`config.mk`:
```
export PLATFORM = sky130hd
export DESIGN_NAME = key_event_controller
export DESIGN_NICKNAME = d
export VERILOG_FILES = /design/src/rtl/key_pkg.sv /design/src/rtl/key_sync.sv /design/src/rtl/key_event_controller.sv
export SDC_FILE = /design/constraint.sdc
export NUM_CORES = 1
export LEC_CHECK = 0
export ABC_CLOCK_PERIOD_IN_PS = 3200
export BUFFER_PORTS_ARGS = -buffer_cell sky130_fd_sc_hd__buf_2
export CAP_MARGIN = 10
export CORE_MARGIN = 10
export CORE_UTILIZATION = 55
export DETAILED_ROUTE_END_ITERATION = 7
export PLACE_DENSITY = 0.75
export SLEW_MARGIN = 20
export SYNTH_ARGS = -nofsm -noshare
export SYNTH_HDL_FRONTEND = slang
export SYNTH_SLANG_ARGS = --single-unit
```
`constraint.sdc`:
```
create_clock -name clk -period 3.2 [get_ports clk]
set_input_delay 0.32 -clock clk [delete_from_list [all_inputs] [get_ports clk]]
set_output_delay 0.32 -clock clk [all_outputs]
set_load 0.02 [all_outputs]
```
`src/rtl/key_pkg.sv`:
```
// Shared types and helpers for the debounced key event controller.
// Vectors are passed zero-extended to MAX_KEYS bits so one helper serves every width.
package key_pkg;

   typedef enum logic [2:0] {
      IDLE,
      DEBOUNCE,
      HELD,
      RELEASE,
      ERROR
   } state_t;

   localparam int KEY_ENTER  = 0;
   localparam int KEY_NUMBER = 1;
   localparam int KEY_TOTAL  = 2;
   localparam int KEY_CLEAR  = 3;

   localparam int MAX_KEYS = 32;
   localparam int IDX_W    = $clog2(MAX_KEYS);

   function automatic logic is_onehot(input logic [MAX_KEYS-1:0] vec);
      logic seen;
      logic extra;
      seen  = 1'b0;
      extra = 1'b0;
      for (int i = 0; i < MAX_KEYS; i++) begin
         if (vec[i]) begin
            if (seen) extra = 1'b1;
            seen = 1'b1;
         end
      end
      return seen && !extra;
   endfunction

   // OR of the indices of set bits; exact whenever the input is one-hot.
   function automatic logic [IDX_W-1:0] onehot_to_idx(input logic [MAX_KEYS-1:0] vec);
      logic [IDX_W-1:0] idx;
      idx = '0;
      for (int i = 0; i < MAX_KEYS; i++) begin
         if (vec[i]) idx = idx | IDX_W'(i);
      end
      return idx;
   endfunction

endpackage

```
`src/rtl/key_sync.sv`:
```
// Per-bit two-flop synchroniser for the raw asynchronous key lines.
module key_sync #(
   parameter int WIDTH = 4
) (
   input  logic             clk,
   input  logic             rst,
   input  logic [WIDTH-1:0] d,
   output logic [WIDTH-1:0] q
);

   genvar gi;
   generate
      for (gi = 0; gi < WIDTH; gi++) begin : g_bit
         logic meta_reg;
         logic stable_reg;

         always_ff @(posedge clk) begin
            if (rst) begin
               meta_reg   <= 1'b0;
               stable_reg <= 1'b0;
            end else begin
               meta_reg   <= d[gi];
               stable_reg <= meta_reg;
            end
         end

         assign q[gi] = stable_reg;
      end
   endgenerate

endmodule

```
`src/rtl/key_event_controller.sv`:
```
// Synchronises and debounces N key lines, emitting one event per clean single-key press
// and locking out on multi-key presses until every key has been released and stable.
module key_event_controller
   import key_pkg::*;
#(
   parameter int N_KEYS          = 4,
   parameter int DEBOUNCE_CYCLES = 16,
   parameter int CODE_W          = $clog2(N_KEYS)
) (
   input  logic              clk,
   input  logic              rst,
   input  logic [N_KEYS-1:0] key_in,
   output logic              key_valid,
   output logic [CODE_W-1:0] key_code,
   output logic [N_KEYS-1:0] key_onehot,
   output logic              err,
   output logic              busy
);

   localparam int               CNT_W    = $clog2(DEBOUNCE_CYCLES + 1);
   localparam logic [CNT_W-1:0] CNT_ONE  = CNT_W'(1);
   localparam logic [CNT_W-1:0] CNT_DONE = CNT_W'(DEBOUNCE_CYCLES);

   logic [N_KEYS-1:0] sync;

   state_t            state_reg, state_next;
   logic [CNT_W-1:0]  cnt_reg, cnt_next, cnt_inc;
   logic [N_KEYS-1:0] cand_reg, cand_next;
   logic              key_valid_reg, key_valid_next;
   logic [CODE_W-1:0] key_code_reg, key_code_next;
   logic [N_KEYS-1:0] key_onehot_reg, key_onehot_next;
   logic              err_reg, busy_reg;

   logic is_zero, is_one, is_multi, same_key, accept;

   key_sync #(
      .WIDTH(N_KEYS)
   ) u_sync (
      .clk(clk),
      .rst(rst),
      .d  (key_in),
      .q  (sync)
   );

   assign is_zero  = (sync == '0);
   assign is_one   = is_onehot(MAX_KEYS'(sync));
   assign is_multi = !is_zero && !is_one;
   assign same_key = (sync == cand_reg);
   assign cnt_inc  = cnt_reg + CNT_ONE;

   always_comb begin
      state_next      = state_reg;
      cnt_next        = cnt_reg;
      cand_next       = cand_reg;
      key_valid_next  = 1'b0;
      key_code_next   = key_code_reg;
      key_onehot_next = key_onehot_reg;
      accept          = 1'b0;

      unique case (state_reg)
         IDLE: begin
            if (is_multi) begin
               state_next = ERROR;
               cnt_next   = '0;
            end else if (is_one) begin
               cand_next = sync;
               cnt_next  = CNT_ONE;
               if (CNT_ONE == CNT_DONE) accept = 1'b1;
               else                     state_next = DEBOUNCE;
            end
         end

         DEBOUNCE: begin
            if (is_multi) begin
               state_next = ERROR;
               cnt_next   = '0;
            end else if (is_zero) begin
               state_next = IDLE;
               cnt_next   = '0;
            end else if (same_key) begin
               cnt_next = cnt_inc;
               if (cnt_inc == CNT_DONE) accept = 1'b1;
            end else begin
               // A different single key restarts the debounce window from scratch.
               cand_next = sync;
               cnt_next  = CNT_ONE;
               if (CNT_ONE == CNT_DONE) accept = 1'b1;
            end
         end

         HELD: begin
            if (is_zero) begin
               cnt_next   = CNT_ONE;
               state_next = (CNT_ONE == CNT_DONE) ? IDLE : RELEASE;
            end else if (!same_key) begin
               state_next = ERROR;
               cnt_next   = '0;
            end
         end

         RELEASE: begin
            if (is_zero) begin
               cnt_next = cnt_inc;
               if (cnt_inc == CNT_DONE) state_next = IDLE;
            end else if (same_key) begin
               state_next = HELD;
            end else begin
               state_next = ERROR;
               cnt_next   = '0;
            end
         end

         ERROR: begin
            if (is_zero) begin
               cnt_next = cnt_inc;
               if (cnt_inc == CNT_DONE) begin
                  state_next = IDLE;
                  cnt_next   = '0;
               end
            end else begin
               cnt_next = '0;
            end
         end

         default: begin
            state_next = IDLE;
            cnt_next   = '0;
         end
      endcase

      if (accept) begin
         state_next      = HELD;
         key_valid_next  = 1'b1;
         key_code_next   = CODE_W'(onehot_to_idx(MAX_KEYS'(cand_next)));
         key_onehot_next = cand_next;
      end
   end

   always_ff @(posedge clk) begin
      if (rst) begin
         state_reg      <= IDLE;
         cnt_reg        <= '0;
         cand_reg       <= '0;
         key_valid_reg  <= 1'b0;
         key_code_reg   <= '0;
         key_onehot_reg <= '0;
         err_reg        <= 1'b0;
         busy_reg       <= 1'b0;
      end else begin
         state_reg      <= state_next;
         cnt_reg        <= cnt_next;
         cand_reg       <= cand_next;
         key_valid_reg  <= key_valid_next;
         key_code_reg   <= key_code_next;
         key_onehot_reg <= key_onehot_next;
         err_reg        <= (state_next == ERROR);
         busy_reg       <= (state_next != IDLE);
      end
   end

   assign key_valid  = key_valid_reg;
   assign key_code   = key_code_reg;
   assign key_onehot = key_onehot_reg;
   assign err        = err_reg;
   assign busy       = busy_reg;

endmodule

```
==> results of run 1 <==
[cells by family after synthesis]
group	count (synthesis)
adder cells (fa/ha/maj)	2
AO/OA/AOI/OAI	41
buffers and inverters	16
AND/OR/NAND/NOR	68
flip-flops	29
XOR/XNOR	9
multiplexers	3
[per-stage QoR]
stage	hold slack, ns	instance area (um^2)	instances	power (uW)
after floorplan	0.414	1480	168	483
after global placement	0.421	1510	199	496
after detailed placement	0.424	1510	199	498
after CTS	0.202	1600	207	805
after global routing	0.199	1600	207	839
final	0.211	1600	207	799
[critical path: stages (launching register included)]
cell	delay (ns)
dfxtp_1	0.66
xor2_1	0.18
nor4_4	0.41
nand2_1	0.15
nor3_4	0.45
nor2_1	0.08
a211oi_1	0.22
[where the power goes]
group	leakage [uW]	total [uW]	internal, uW	switching [uW]
combinational	0.000370	95.6	41.9	53.7
sequential	0.000236	395	374	21.0
clock	0.0000455	308	186	122
total	0.000652	799	602	197
[worst min-delay path by stage]
stage	startpoint	end	slack [ns]	depth (start not counted)
final	key_in[2]	u_sync.g_bit[2].meta_reg	0.21	2
after global routing	key_in[1]	u_sync.g_bit[1].meta_reg	0.20	2
after CTS	key_in[2]	u_sync.g_bit[2].meta_reg	0.20	2
after detailed placement	u_sync.g_bit[1].meta_reg	u_sync.g_bit[1].stable_reg	0.42	1
after global placement	u_sync.g_bit[1].meta_reg	u_sync.g_bit[1].stable_reg	0.42	1
after floorplan	u_sync.g_bit[0].meta_reg	u_sync.g_bit[0].stable_reg	0.41	1
[layer usage]
layer,routed length [um],vias up,track usage (%)
met1,1290,563,12.8
met4,36,0,4.73
li1,-,619,-
met2,1310,27,18.8
met3,130,6,3.81
met5,0,-,0
[area by class of cell]
class | count | area [um^2]
multi-input combinational | 123 | 813
sequential | 29 | 581
tap | 30 | 37.5
fill | 224 | 925
inverter | 3 | 11.3
clock inverter | 1 | 30.0
clock buffer | 7 | 55.1
timing repair buffer | 14 | 70.1
[layout by cell type, fill, tap and decap left out, drive strengths merged, types with 5 or more instances in the layout]
| cell | count |
|---|---|
| a211oi | 8 |
| nor3 | 9 |
| nor2b | 9 |
| nand3 | 5 |
| nand2 | 5 |
| xor2 | 7 |
| dfxtp | 29 |
| buf | 14 |
| a21oi | 8 |
| clkbuf | 7 |
| o21ai | 5 |
| nor2 | 24 |
[synth_stat cells (2+ instances only)]
master / count / share of area, %
buf_1: 2 / 0.51
xor2_1: 7 / 4.1
buf_6: 3 / 2.3
a311oi_1: 2 / 1.2
buf_2: 3 / 1.0
nand3b_1: 2 / 1.0
clkbuf_1: 4 / 1.0
o21a_1: 3 / 1.5
nand2_1: 4 / 1.0
or3_1: 2 / 0.84
mux2i_1: 2 / 1.3
o31ai_1: 2 / 1.0
nor3b_1: 2 / 1.0
o211ai_1: 2 / 1.0
and3_1: 3 / 1.3
nor2b_1: 9 / 3.8
nand3_1: 5 / 1.7
nor3_1: 8 / 2.7
o21ai_0: 4 / 1.3
a21oi_1: 8 / 2.7
a21o_1: 2 / 1.0
a211oi_1: 8 / 4.0
nor2_1: 22 / 5.6
inv_1: 3 / 0.76
nor2_2: 2 / 0.84
a32o_1: 2 / 1.3
xnor2_1: 2 / 1.2
dfxtp_1: 29 / 39
a31oi_1: 3 / 1.3
==> summary.md, run 1 <==
| Metric | Value |
|---|---|
| Status | `complete, no violations` |
| Largest net degree at the start of global routing | `31` |
| FF-to-FF End | `key_onehot[0]` |
| Critical path arrival | `2.48 ns` |
| Area Overhead vs Synth | `7.67%` |
| CTS resizes | `0` |
| Post-synth EDFFs | `0` |
| Fin crit share | `a little over two thirds` |
| Power per cell area | `~500 nW/um^2` |
| Pins Over Slew Limit | `0` |
| Setup Viol. Count Final | `0` |
| Number of DRC markers in iteration 0 | `146` |
| Post-Synth XOR/XNOR Area | `5.31%` |
| Initial core utilization | `about three fifths` |
| Drt first pass iters | `4` |
| Hold Fails Final Rpt | `0` |
| First-pass GRT wire length | `4880 um` |
| N_diodes | `0` |
| Die area | `between 5000 and 6000 um^2` |
| I/O Buffers | `14` |
| Tightest Pin Transition | `roughly 0.54 ns` |
| WP data required | `3.43 ns` |
| End-of-flow core utilization | `63.3%` |
| CP Launch Type | `flop` |
| Tightest Hold Check Type | `in -> reg` |
| YS warnings | `0` |
| CP Max Fanout | `16` |
| Leakage | `0.000652 uW` |
| CTS tree | `done` |
| Min Tclk post-route | `2.25 ns` |
| Max reg flops | `5` |
| DR vias | `1215` |
| Initial antenna violation count | `0` |
| Largest family of logic cells by synthesized area | `simple AND/OR/NAND/NOR gates` |
| GP Congestion | `0.837` |
| Critical path class | `reg -> reg` |
| Ys async rst share | `0%` |
| Sequential area share after synthesis | `39.1%` |
| Htree depth | `2` |
| Syn Area/Cell | `approximately 8.8 um^2` |
| Reg2reg start | `u_sync.g_bit[3].stable_reg` |
| Mux cell area share after synthesis | `2.11%` |
| Worst Reg-to-Reg Cells | `6` |
| Net count after synthesis | `175` |
| Slew headroom | `64.0%` |
| # DRC | `0` |
| Total of max-cap violations | `0` |
| GRT overflow | `0` |
| Die Height | `approximately 72 um` |
| TNS Setup | `0 ns` |
| Ports | `15` |
| WL per Instance | `13.4 um` |
| Post-CTS Setup Inserts | `0` |
| Cell variety after synth | `47` |
| CTS Hold Buffers Added | `0` |
| Crit path to | `key_onehot[0]` |
| Simple-gate area share of the yosys netlist | `26.5%` |
| Synthesized flop and latch total | `29` |
| Final HPWL DP | `2050 um` |
| Setup ws final | `~0.95 ns` |
| Clock buffer count from CTS | `5` |
| Layout cells sized above 1 | `~16%` |
| Main synth FF type | `dfxtp_1` |
| Site Rows | `18` |
| Dpl ws | `0.972 ns` |
| Reg2Reg Setup Slack | `roughly 0.95 ns` |
| Clock buffer depth | `2` |
| Worst-path clk slew | `0.08 ns` |
| Critical Path End Type | `flop` |
| Fmax | `around 450 MHz` |
| Vias/cell | `approximately 6` |
| Die width | `71.9 um` |
| Routed Antenna Nets | `0` |
| Post-synthesis cell count | `between 150 and 200` |
| Clk root buf | `clkbuf_4` |
| Post-Syn Area | `about 1500 um^2` |
| Unrepaired setup endpoints after global routing | `false` |
| Worst VDD drop | `339 uV` |
| Critical Path Start | `u_sync.g_bit[3].stable_reg` |
| Final nets | `183` |
| Core area | `2520 um^2` |
| Synth Area in Adders | `1.52%` |
| Drt total wl | `between 2000 and 3000 um` |
| Setup Skew | `0.00993 ns` |
| Clk_lat worst skew | `0.32 ns` |
| Vias in the first global route | `1122` |
| Clock sinks | `29` |
| Synth Area in Compound Gates | `about a fifth` |
| Gr usage total | `11.3%` |
Note: power is estimated with default switching activity, not from simulation.
==> run 2: changes to the inputs <==
Settings changed: ABC_CLOCK_PERIOD_IN_PS 3200 to 2350.
Clock period 3.2 ns to 2.35 ns, I/O delays scaled along.
==> run 2 against run 1 <==
Net effect:
- worst hold slack got worse by 0.093 ns
- wire length about the same
- cell area increased by 0.94%
- critical path depth unchanged
- maximum frequency increased by 10%
- non-clock buffer count increased by 4
- die area unchanged
- critical endpoint is now cnt_reg[3]
- largest power group unchanged
==> summary.md, run 2 (same netlist as run 1, synthesis figures left out) <==
| Metric | Value |
|---|---|
| First-pass GRT wire length | `4980 um` |
| Post-CTS Setup Inserts | `0` |
| WP data required | `2.61 ns` |
| FF-to-FF End | `cnt_reg[3]` |
| Pins Over Slew Limit | `0` |
| Post-placement cell area | `1540 um^2` |
| Routed Antenna Nets | `0` |
| Reg2Reg Setup Slack | `0.31 ns` |
| CTS Hold Buffers Added | `0` |
| Dpl ws | `0.324 ns` |
| Drt first pass iters | `4` |
| Leakage | `0.000668 uW` |
| Max reg flops | `5` |
| Vias/cell | `5.77` |
| CP Launch Type | `flop` |
| GRT overflow | `0` |
| TNS Setup | `0 ns` |
| Hold Path Depth | `2` |
| Worst VDD drop | `683 uV` |
| Setup Skew | `0.00336 ns` |
| Final nets | `roughly 190` |
| Vias in the first global route | `1159` |
| Area Overhead vs Synth | `8.68%` |
| Critical Path End Type | `flop` |
| Tightest Pin Transition | `0.509 ns` |
| Clk_lat worst skew | `roughly 0.32 ns` |
| Power per cell area | `629 nW/um^2` |
| Number of DRC markers in iteration 0 | `133` |
| Slew headroom | `66.0%` |
| Setup Viol. Count Final | `0` |
| CTS tree | `done` |
| CP Max Fanout | `13` |
| Gr usage total | `11.7%` |
| Fillers | `230` |
| Worst Reg-to-Reg Cells | `6` |
| Largest net degree at the start of global routing | `31` |
| Site Rows | `18` |
| Commonest non-fill, non-tap cell in the layout | `dfxtp_1` |
| Clock sinks | `29` |
| Fin crit share | `86.6%` |
| CTS resizes | `0` |
| Critical path arrival | `2.29 ns` |
| Worst-path clk slew | `0.09 ns` |
| Die area | `between 5000 and 6000 um^2` |
| Clock buffer depth | `2` |
| Total of max-cap violations | `0` |
| N_diodes | `0` |
| Min Tclk post-route | `2.04 ns` |
| Clk root buf | `clkbuf_4` |
| Htree depth | `2` |
| I/O Buffers | `14` |
| Hold path startpoint | `key_in[1]` |
| Hold Fails Final Rpt | `0` |
| Hold endpoint | `u_sync.g_bit[1].meta_reg` |
| DR vias | `1218` |
| Tightest Hold Check Type | `in -> reg` |
| Critical path class | `reg -> reg` |
| Final HPWL DP | `2110 um` |
| Die Height | `71.9 um` |
| Die width | `71.9 um` |
| WL per Instance | `~13 um` |
| Status | `complete, no violations` |
| Setup ws final | `0.314 ns` |
| Reg2reg start | `u_sync.g_bit[0].stable_reg` |
| Drt total wl | `about 2800 um` |
| # DRC | `0` |
| End-of-flow core utilization | `63.9%` |
| Ports | `15` |
| Initial antenna violation count | `0` |
| Final instance area | `1610 um^2` |
| Most frequent cells in the layout | `dfxtp_1 (29), nor2_1 (22), buf_2 (14), nor2b_1 (9)` |
| Unrepaired setup endpoints after global routing | `false` |
| Initial core utilization | `around 59%` |
| Core area | `2520 um^2` |
| Layout cells sized above 1 | `18.8%` |
| GP Congestion | `0.763` |
| Fmax | `491 MHz` |
| Clock buffer count from CTS | `5` |
-- run 2: cell types whose count changed in the layout (fill, tap and decap cells not counted) --
cell	change
buf_4	+4
bufinv_16	-1
clkbuf_1	-1
clkbuf_8	+1
clkinv_2	+1
-- run 2: report_power, final --
| part | switching, uW | internal (uW) | total [uW] | leakage [uW] |
|---|---|---|---|---|
| Clock | 169 | 173 | 342 | 0.0000413 |
| Combinational | 77.3 | 62.2 | 140 | 0.000391 |
| Sequential | 25.1 | 509 | 534 | 0.000236 |
| Total | 271 | 744 | 1020 | 0.000668 |
-- run 2: cell type report --
class / instances / area [um^2] / area share (%)
Inverter: 3 / 11.3 / 0.698
Sequential cell: 29 / 581 / 36.0
Multi-Input combinational cell: 123 / 813 / 50.4
Clock buffer: 7 / 65.1 / 4.03
Clock inverter: 1 / 5.00 / 0.310
Tap cell: 30 / 37.5 / 2.33
Timing Repair Buffer: 18 / 100 / 6.21
-- run 2: critical path, stage by stage (launching register included) --
cell      delay (ns)
dfxtp_1         0.61
xor2_1          0.18
nor4_4          0.31
nand4_1         0.19
a21o_1          0.24
or3_1           0.34
o211ai_1        0.09
-- run 2: routing by layer --
layer,global-route usage (%),part of all wire (%),vias to the layer above
met4,5.81,2.3,0
met3,5.03,5.5,10
met2,18.5,46,33
li1,-,-,630
met1,13.1,46,545
met5,0,0,-
-- run 2: worst max path at each step --
stage | from | endpoint | cells past startpoint
after global routing | u_sync.g_bit[0].stable_reg | busy | 6
after global placement | u_sync.g_bit[0].stable_reg | cnt_reg[3] | 6
after detailed placement | u_sync.g_bit[0].stable_reg | cnt_reg[3] | 6
after CTS | u_sync.g_bit[0].stable_reg | cnt_reg[3] | 6
after floorplan | u_sync.g_bit[3].stable_reg | cnt_reg[3] | 7
final | u_sync.g_bit[0].stable_reg | cnt_reg[3] | 6
-- run 2: stage by stage --
step           hold slack [ns]  std cells  power, uW
6_report                 0.118        211       1020
5_1_grt                 0.0983        211       1070
4_1_cts                  0.109        211       1020
3_5_place_dp             0.425        203        685
3_3_place_gp             0.420        203        680
2_1_floorplan            0.363        168        657
